`config.mk`:
```
export PLATFORM = sky130hd
export DESIGN_NAME = channel_tx_flat
export DESIGN_NICKNAME = d
export VERILOG_FILES = /design/src/rtl/channel_pkg.sv /design/src/rtl/channel_tx_if.sv /design/src/rtl/channel_credit_counter.sv /design/src/rtl/channel_tx.sv /design/src/flat_wrapper.sv
export SDC_FILE = /design/constraint.sdc
export NUM_CORES = 1
export LEC_CHECK = 0
export ABC_CLOCK_PERIOD_IN_PS = 4090
export BUFFER_PORTS_ARGS = -buffer_cell sky130_fd_sc_hd__buf_2
export CAP_MARGIN = 25
export CELL_PAD_IN_SITES_DETAIL_PLACEMENT = 0
export CELL_PAD_IN_SITES_GLOBAL_PLACEMENT = 2
export CORE_UTILIZATION = 31
export DETAILED_ROUTE_END_ITERATION = 10
export HOLD_SLACK_MARGIN = 0.05
export MAX_ROUTING_LAYER = met4
export PLACE_DENSITY_LB_ADDON = 0.1
export SLEW_MARGIN = 20
export SYNTH_ARGS = -nofsm -noshare
export SYNTH_HDL_FRONTEND = slang
export SYNTH_SLANG_ARGS = --single-unit
```
`constraint.sdc`:
```
create_clock -name clk -period 4.09 [get_ports clk]
set_input_delay 0.818 -clock clk [delete_from_list [all_inputs] [get_ports clk]]
set_output_delay 0.818 -clock clk [all_outputs]
set_load 0.05 [all_outputs]
```
`src/rtl/channel_pkg.sv`:
```
// rtl/channel_pkg.sv - shared types and constants for the channel transmit stage
package channel_pkg;

    typedef enum logic [1:0] {
        SYNC = 2'd0,
        RUN  = 2'd1,
        ERR  = 2'd2
    } state_t;

    localparam logic [30:0]  DEFAULT_SYNC_PATTERN = 31'h2AAA_AAAA;
    localparam logic [127:0] IDLE_WORD            = '0;

    // The valid flag always sits in the top bit of a channel word.
    function automatic int flag_bit(input int dwidth);
        return dwidth - 1;
    endfunction

endpackage

```
`src/rtl/channel_tx_if.sv`:
```
// rtl/channel_tx_if.sv - local payload valid/ready handshake into channel_tx
interface channel_tx_if #(
    parameter int DWIDTH = 32
) ();
    logic              in_valid;
    logic [DWIDTH-2:0] in_data;
    logic              in_ready;

    modport master (output in_valid, output in_data, input in_ready);
    modport slave  (input in_valid, input in_data, output in_ready);
endinterface

```
`src/rtl/channel_credit_counter.sv`:
```
// rtl/channel_credit_counter.sv - far-end credit register with saturation and sticky overflow
module channel_credit_counter #(
    parameter int  CREDITS = 8,
    localparam int CW      = $clog2(CREDITS + 1)
) (
    input  logic          clk,
    input  logic          rst_n,
    input  logic          i_inc,
    input  logic          i_dec,
    output logic [CW-1:0] o_credits,
    output logic          o_ovf_evt,
    output logic          o_ovf
);
    logic [CW-1:0] r_credits;
    logic          r_ovf;

    // A returned credit with nothing in flight to absorb it means the far end lied.
    assign o_ovf_evt = i_inc && !i_dec && (r_credits == CW'(CREDITS));
    assign o_credits = r_credits;
    assign o_ovf     = r_ovf;

    always_ff @(posedge clk or negedge rst_n) begin
        if (!rst_n) begin
            r_credits <= CW'(CREDITS);
            r_ovf     <= 1'b0;
        end else begin
            case ({i_inc, i_dec})
                2'b10: begin
                    if (o_ovf_evt) r_ovf <= 1'b1;
                    else           r_credits <= r_credits + 1'b1;
                end
                2'b01:   r_credits <= r_credits - 1'b1;
                default: r_credits <= r_credits;
            endcase
        end
    end
endmodule

```
`src/rtl/channel_tx.sv`:
```
// rtl/channel_tx.sv - credit-throttled transmit stage with link-sync preamble
// Optional transfer counter port o_tx_count when CHANNEL_TX_STATS_EN is defined.
module channel_tx
    import channel_pkg::*;
#(
    parameter int                DWIDTH       = 32,
    parameter int                CREDITS      = 8,
    parameter int                SYNC_CYCLES  = 4,
    parameter logic [DWIDTH-2:0] SYNC_PATTERN = DEFAULT_SYNC_PATTERN,
    localparam int               CW           = $clog2(CREDITS + 1)
) (
    input  logic              clk,
    input  logic              rst_n,
    channel_tx_if.slave       up,
    input  logic              i_credit_in,
    output logic [DWIDTH-1:0] o_chan_out,
    output logic [CW-1:0]     o_credits,
    output logic              o_link_up,
    output logic              o_err
`ifdef CHANNEL_TX_STATS_EN
    ,
    output logic [31:0]       o_tx_count
`endif
);
    localparam int FLAG_BIT = flag_bit(DWIDTH);
    localparam int SCW      = $clog2(SYNC_CYCLES + 1);

    state_t            r_state;
    logic [SCW-1:0]    r_sync_cnt;
    logic [DWIDTH-1:0] r_chan_out;
    logic [DWIDTH-1:0] w_data_word;
    logic [CW-1:0]     w_credits;
    logic              w_xfer;
    logic              w_ovf_evt;
    logic              w_ovf;

    assign up.in_ready = (r_state == RUN) && (w_credits != '0);
    assign w_xfer      = up.in_valid && up.in_ready;

    always_comb begin
        w_data_word           = {1'b0, up.in_data};
        w_data_word[FLAG_BIT] = 1'b1;
    end

    channel_credit_counter #(
        .CREDITS (CREDITS)
    ) u_credit (
        .clk       (clk),
        .rst_n     (rst_n),
        .i_inc     (i_credit_in),
        .i_dec     (w_xfer),
        .o_credits (w_credits),
        .o_ovf_evt (w_ovf_evt),
        .o_ovf     (w_ovf)
    );

    always_ff @(posedge clk or negedge rst_n) begin
        if (!rst_n) begin
            r_state    <= SYNC;
            r_sync_cnt <= '0;
            r_chan_out <= IDLE_WORD[DWIDTH-1:0];
        end else begin
            case (r_state)
                SYNC: begin
                    // An overflow seen during the preamble is only acted on at its end.
                    if (r_sync_cnt == SCW'(SYNC_CYCLES)) begin
                        r_chan_out <= IDLE_WORD[DWIDTH-1:0];
                        r_state    <= (w_ovf || w_ovf_evt) ? ERR : RUN;
                    end else begin
                        r_chan_out <= {1'b0, SYNC_PATTERN};
                        r_sync_cnt <= r_sync_cnt + 1'b1;
                    end
                end
                RUN: begin
                    r_chan_out <= w_xfer ? w_data_word : IDLE_WORD[DWIDTH-1:0];
                    if (w_ovf_evt) r_state <= ERR;
                end
                default: begin
                    r_chan_out <= IDLE_WORD[DWIDTH-1:0];
                    r_state    <= ERR;
                end
            endcase
        end
    end

`ifdef CHANNEL_TX_STATS_EN
    logic [31:0] r_tx_count;

    always_ff @(posedge clk or negedge rst_n) begin
        if (!rst_n)      r_tx_count <= '0;
        else if (w_xfer) r_tx_count <= r_tx_count + 32'd1;
    end

    assign o_tx_count = r_tx_count;
`endif

    assign o_chan_out = r_chan_out;
    assign o_credits  = w_credits;
    assign o_link_up  = (r_state == RUN);
    assign o_err      = w_ovf;
endmodule

```
`src/flat_wrapper.sv`:
```
// flat-port wrapper written by rule: the top's interface ports become plain ports
module channel_tx_flat import channel_pkg::*;
#(
    parameter int                DWIDTH       = 32,
    parameter int                CREDITS      = 8,
    parameter int                SYNC_CYCLES  = 4,
    parameter logic [DWIDTH-2:0] SYNC_PATTERN = DEFAULT_SYNC_PATTERN,
    localparam int               CW           = $clog2(CREDITS + 1)
)
  (clk, rst_n, i_credit_in, o_chan_out, o_credits, o_link_up, o_err, up_in_valid, up_in_data, up_in_ready);
  channel_tx_if #(.DWIDTH(DWIDTH)) up_i ();
  input  logic clk;
  input  logic rst_n;
  input  logic i_credit_in;
  output logic [DWIDTH-1:0] o_chan_out;
  output logic [CW-1:0] o_credits;
  output logic o_link_up;
  output logic o_err;
  input wire logic [$bits(up_i.in_valid)-1:0] up_in_valid;
  input wire logic [$bits(up_i.in_data)-1:0] up_in_data;
  output wire logic [$bits(up_i.in_ready)-1:0] up_in_ready;
  assign up_i.in_valid = up_in_valid;
  assign up_i.in_data = up_in_data;
  assign up_in_ready = up_i.in_ready;
  channel_tx #(.DWIDTH(DWIDTH), .CREDITS(CREDITS), .SYNC_CYCLES(SYNC_CYCLES), .SYNC_PATTERN(SYNC_PATTERN)) u_core (.clk(clk), .rst_n(rst_n), .up(up_i), .i_credit_in(i_credit_in), .o_chan_out(o_chan_out), .o_credits(o_credits), .o_link_up(o_link_up), .o_err(o_err));
endmodule
```
==> results.sh <==
export IMPL_status="complete, no violations"
export IMPL_root_buffer="clkbuf_8"
export IMPL_p_switching_w=0.000747
export IMPL_ys_seq_area_frac=0.633
export IMPL_htree_num_levels=2
export IMPL_num_nets_final=240
export IMPL_insertion_delay_ns=0.28
export IMPL_vias=1232
export IMPL_crit_path_start_kind="flop"
export IMPL_layout_commonest_cell="buf_2"
export IMPL_first_iter_violations=46
export IMPL_start_util=0.323
export IMPL_pwr_share_clk=0.166
export IMPL_max_stage_delay_ns=0.49
export IMPL_dieHeight_um=75.2
export IMPL_cts_tree="built"
export IMPL_multi_input_area_sq_um=567
export IMPL_track_usage=0.135
export IMPL_crit_path_end_kind="primary output"
export IMPL_finalCritPeriodShare=0.562
export IMPL_synth_area_top_cells="dfrtp_1 62%, a21o_1 7.2%, and2_1 6.0%, ha_1 2.3%, xnor2_1 2.1%"
export IMPL_max_freq_mhz=435
export IMPL_drt_total_wl_um=3430
export IMPL_crit_buf_inv=1
export IMPL_clockBufferDepth=2
export IMPL_tightest_slew_ns=0.820
export IMPL_p_seq_frac=0.378
export IMPL_grt_pass1_vias=1198
export IMPL_io_pins=74
export IMPL_drv_slew=0
export IMPL_yosys_most_used_dff="dfrtp_1"
export IMPL_fp_coreArea_sq_mm=0.00514
export IMPL_num_rows=26
export IMPL_r2r_cells=7
export IMPL_yosysTopAreaCellShare=0.617
export IMPL_post_cts_buffers=0
export IMPL_path_clk_slew_ns=0.07
export IMPL_drc=0
export IMPL_finalHoldViolCount=0
export IMPL_cp_depth=3
export IMPL_min_path_type="input pin to async pin"
export IMPL_max_cap_violations=0
export IMPL_arrival_ns=1.48
export IMPL_yosysTopAreaCell="dfrtp_1"
export IMPL_grt_overflow=0
export IMPL_p_per_area_mw_per_mm2=727
export IMPL_syn_area_per_cell_sq_um=13.1
export IMPL_syn_to_final_growth_pct=32.8
export IMPL_hold_buffers=0
export IMPL_grt_pass1_wl_um=5310
export IMPL_required_ns=3.27
export IMPL_cts_buffers=5
export IMPL_die_w_um=75.2
export IMPL_antenna_left=0
export IMPL_hpwlAfterDp_um=2430
export IMPL_port_buffers=73
export IMPL_crit_type="flop to primary output"
export IMPL_firstDrtPassIters=4
export IMPL_postCtsResizedCells=0
export IMPL_tns_ns=0
export IMPL_via_per_inst=4.51
export IMPL_finalClockSkew_ns=0.00512
export IMPL_synth_edf_count=0
export IMPL_gp_congestion=0.715
export IMPL_dpl_cell_area_sq_mm=0.00209
export IMPL_drive_gt1_frac=0.429
export IMPL_crit_fanout=8
export IMPL_intPower_w=0.000857
export IMPL_fp_dieArea_sq_mm=0.00566
export IMPL_cts_sinks=42
export IMPL_layout_common_cells="73 x buf_2, 41 x dfrtp_1, 16 x a21o_1, 16 x and2_1"
export IMPL_irDropWorstVdd_v=0.000279
export IMPL_crit_path_cell_trace="nor4_4, nor2b_1, buf_2"
export IMPL_wire_per_inst_um=12.5
export IMPL_comb_power_share=0.456
export IMPL_period_needed_ns=2.30
export IMPL_ys_seq_elements=42
export IMPL_regArea_sq_mm=0.00105
export IMPL_synthArstFlopShare=1.00
export IMPL_p_leak_nw=1.31
export IMPL_synth_cell_types=33
export IMPL_synth_warnings=0
export IMPL_fillers=523
export IMPL_stdcell_area_sq_mm=0.00221
export IMPL_synth_area_sq_mm=0.00166
export IMPL_grt_max_degree=43
export IMPL_setup_viol=0
export IMPL_synth_cells=127
export IMPL_antennaDiodeCount=0
export IMPL_syn_num_nets=165
export IMPL_swShare=0.466
export IMPL_rsz0062_at_grt="no"
export IMPL_grt_antenna_before_repair=0
export IMPL_max_slew_margin=0.452
export IMPL_cp_slowest_cell="dfrtp_1"
export IMPL_crit_family="flip-flops"
-- layer usage --
layer  GRT usage  part of all wire  vias up  routed length [um]
met3      0.0455             0.068        6                 232
met2       0.214              0.51       49                1730
met1       0.153              0.41      599                1400
met5           -                 0        -                   0
met4      0.0638             0.017        0                  59
li1            -                 -      578                   -
-- Yosys cell counts (all sizes together) (2+ instances only) --
library cell and n:
dfrtp 41, a21o 16, and2 16, buf 6, nand2 6, a21oi 4, xnor2 4, ha 3
nor2 3, a211oi 2, inv 2, mux2i 2, nor2b 2, nor3 2, nor4 2, o21bai 2
-- kinds of logic (layout without fill, tap and decap cells) --
group,Yosys count,in the layout,share of synthesized area
flops,42,42,0.633
simple gates,37,37,0.148
compound gates,29,29,0.132
buf+inv,9,85,0.0256
xor+xnor,5,5,0.0264
fa+ha+maj,3,3,0.0226
mux,2,2,0.0120
-- state kept, by name, indices dropped and copies added, names as in the netlist --
name,count
u_core.u_credit.o_credits,4
u_core.u_credit.o_ovf,1
u_core.r_state,2
u_core.r_sync_cnt,3
u_core.o_chan_out,32
-- worst paths after layout --
check / to / slack, ns / startpoint
setup / recovery: up_in_ready / 1.79 / u_core.u_credit.o_credits[1]$_DFFE_PN0P_
min in group clk: u_core.u_credit.o_ovf$_DFFE_PN0P_ / 0.51 / u_core.u_credit.o_ovf$_DFFE_PN0P_
hold reg to reg: u_core.u_credit.o_ovf$_DFFE_PN0P_ / 0.51 / u_core.u_credit.o_ovf$_DFFE_PN0P_
hold / removal: u_core.o_chan_out[1]$_DFF_PN0_ / 0.50 / rst_n
max in group asynchronous: u_core.u_credit.o_credits[3]$_DFFE_PN1P_ / 3.02 / rst_n
setup reg to reg: u_core.u_credit.o_credits[2]$_DFFE_PN0P_ / 2.11 / u_core.u_credit.o_credits[1]$_DFFE_PN0P_
-- metrics by stage --
stage / total power (W) / std cells / hold slack, ns / utilization / setup WS, ns
3_3_place_gp: 0.00134 / 264 / 0.506 / 0.406 / 1.82
3_5_place_dp: 0.00135 / 264 / 0.504 / 0.406 / 1.78
5_1_grt: 0.00170 / 273 / 0.536 / 0.429 / 1.72
4_1_cts: 0.00163 / 272 / 0.524 / 0.424 / 1.77
6_report: 0.00160 / 273 / 0.500 / 0.429 / 1.79
2_1_floorplan: 0.00118 / 127 / 0.522 / - / 1.19
-- layout make-up --
type | count | share of cell area
clock buffer | 7 | 0.0391
clock inverter | 1 | 0.00227
inverter | 2 | 0.00340
multi-input combinational | 76 | 0.257
sequential | 42 | 0.477
tap | 70 | 0.0397
timing repair buffer | 75 | 0.182
-- power groups by stage --
stage / registers, W / clock network [W] / logic (W)
5_1_grt: 0.000621 / 0.000296 / 0.000779
3_5_place_dp: 0.000616 / 0 / 0.000736
6_report: 0.000606 / 0.000266 / 0.000731
2_1_floorplan: 0.000896 / 0 / 0.000283
3_3_place_gp: 0.000611 / 0 / 0.000728
4_1_cts: 0.000608 / 0.000283 / 0.000737
No activity file was read; power rests on OpenSTA's default activity.
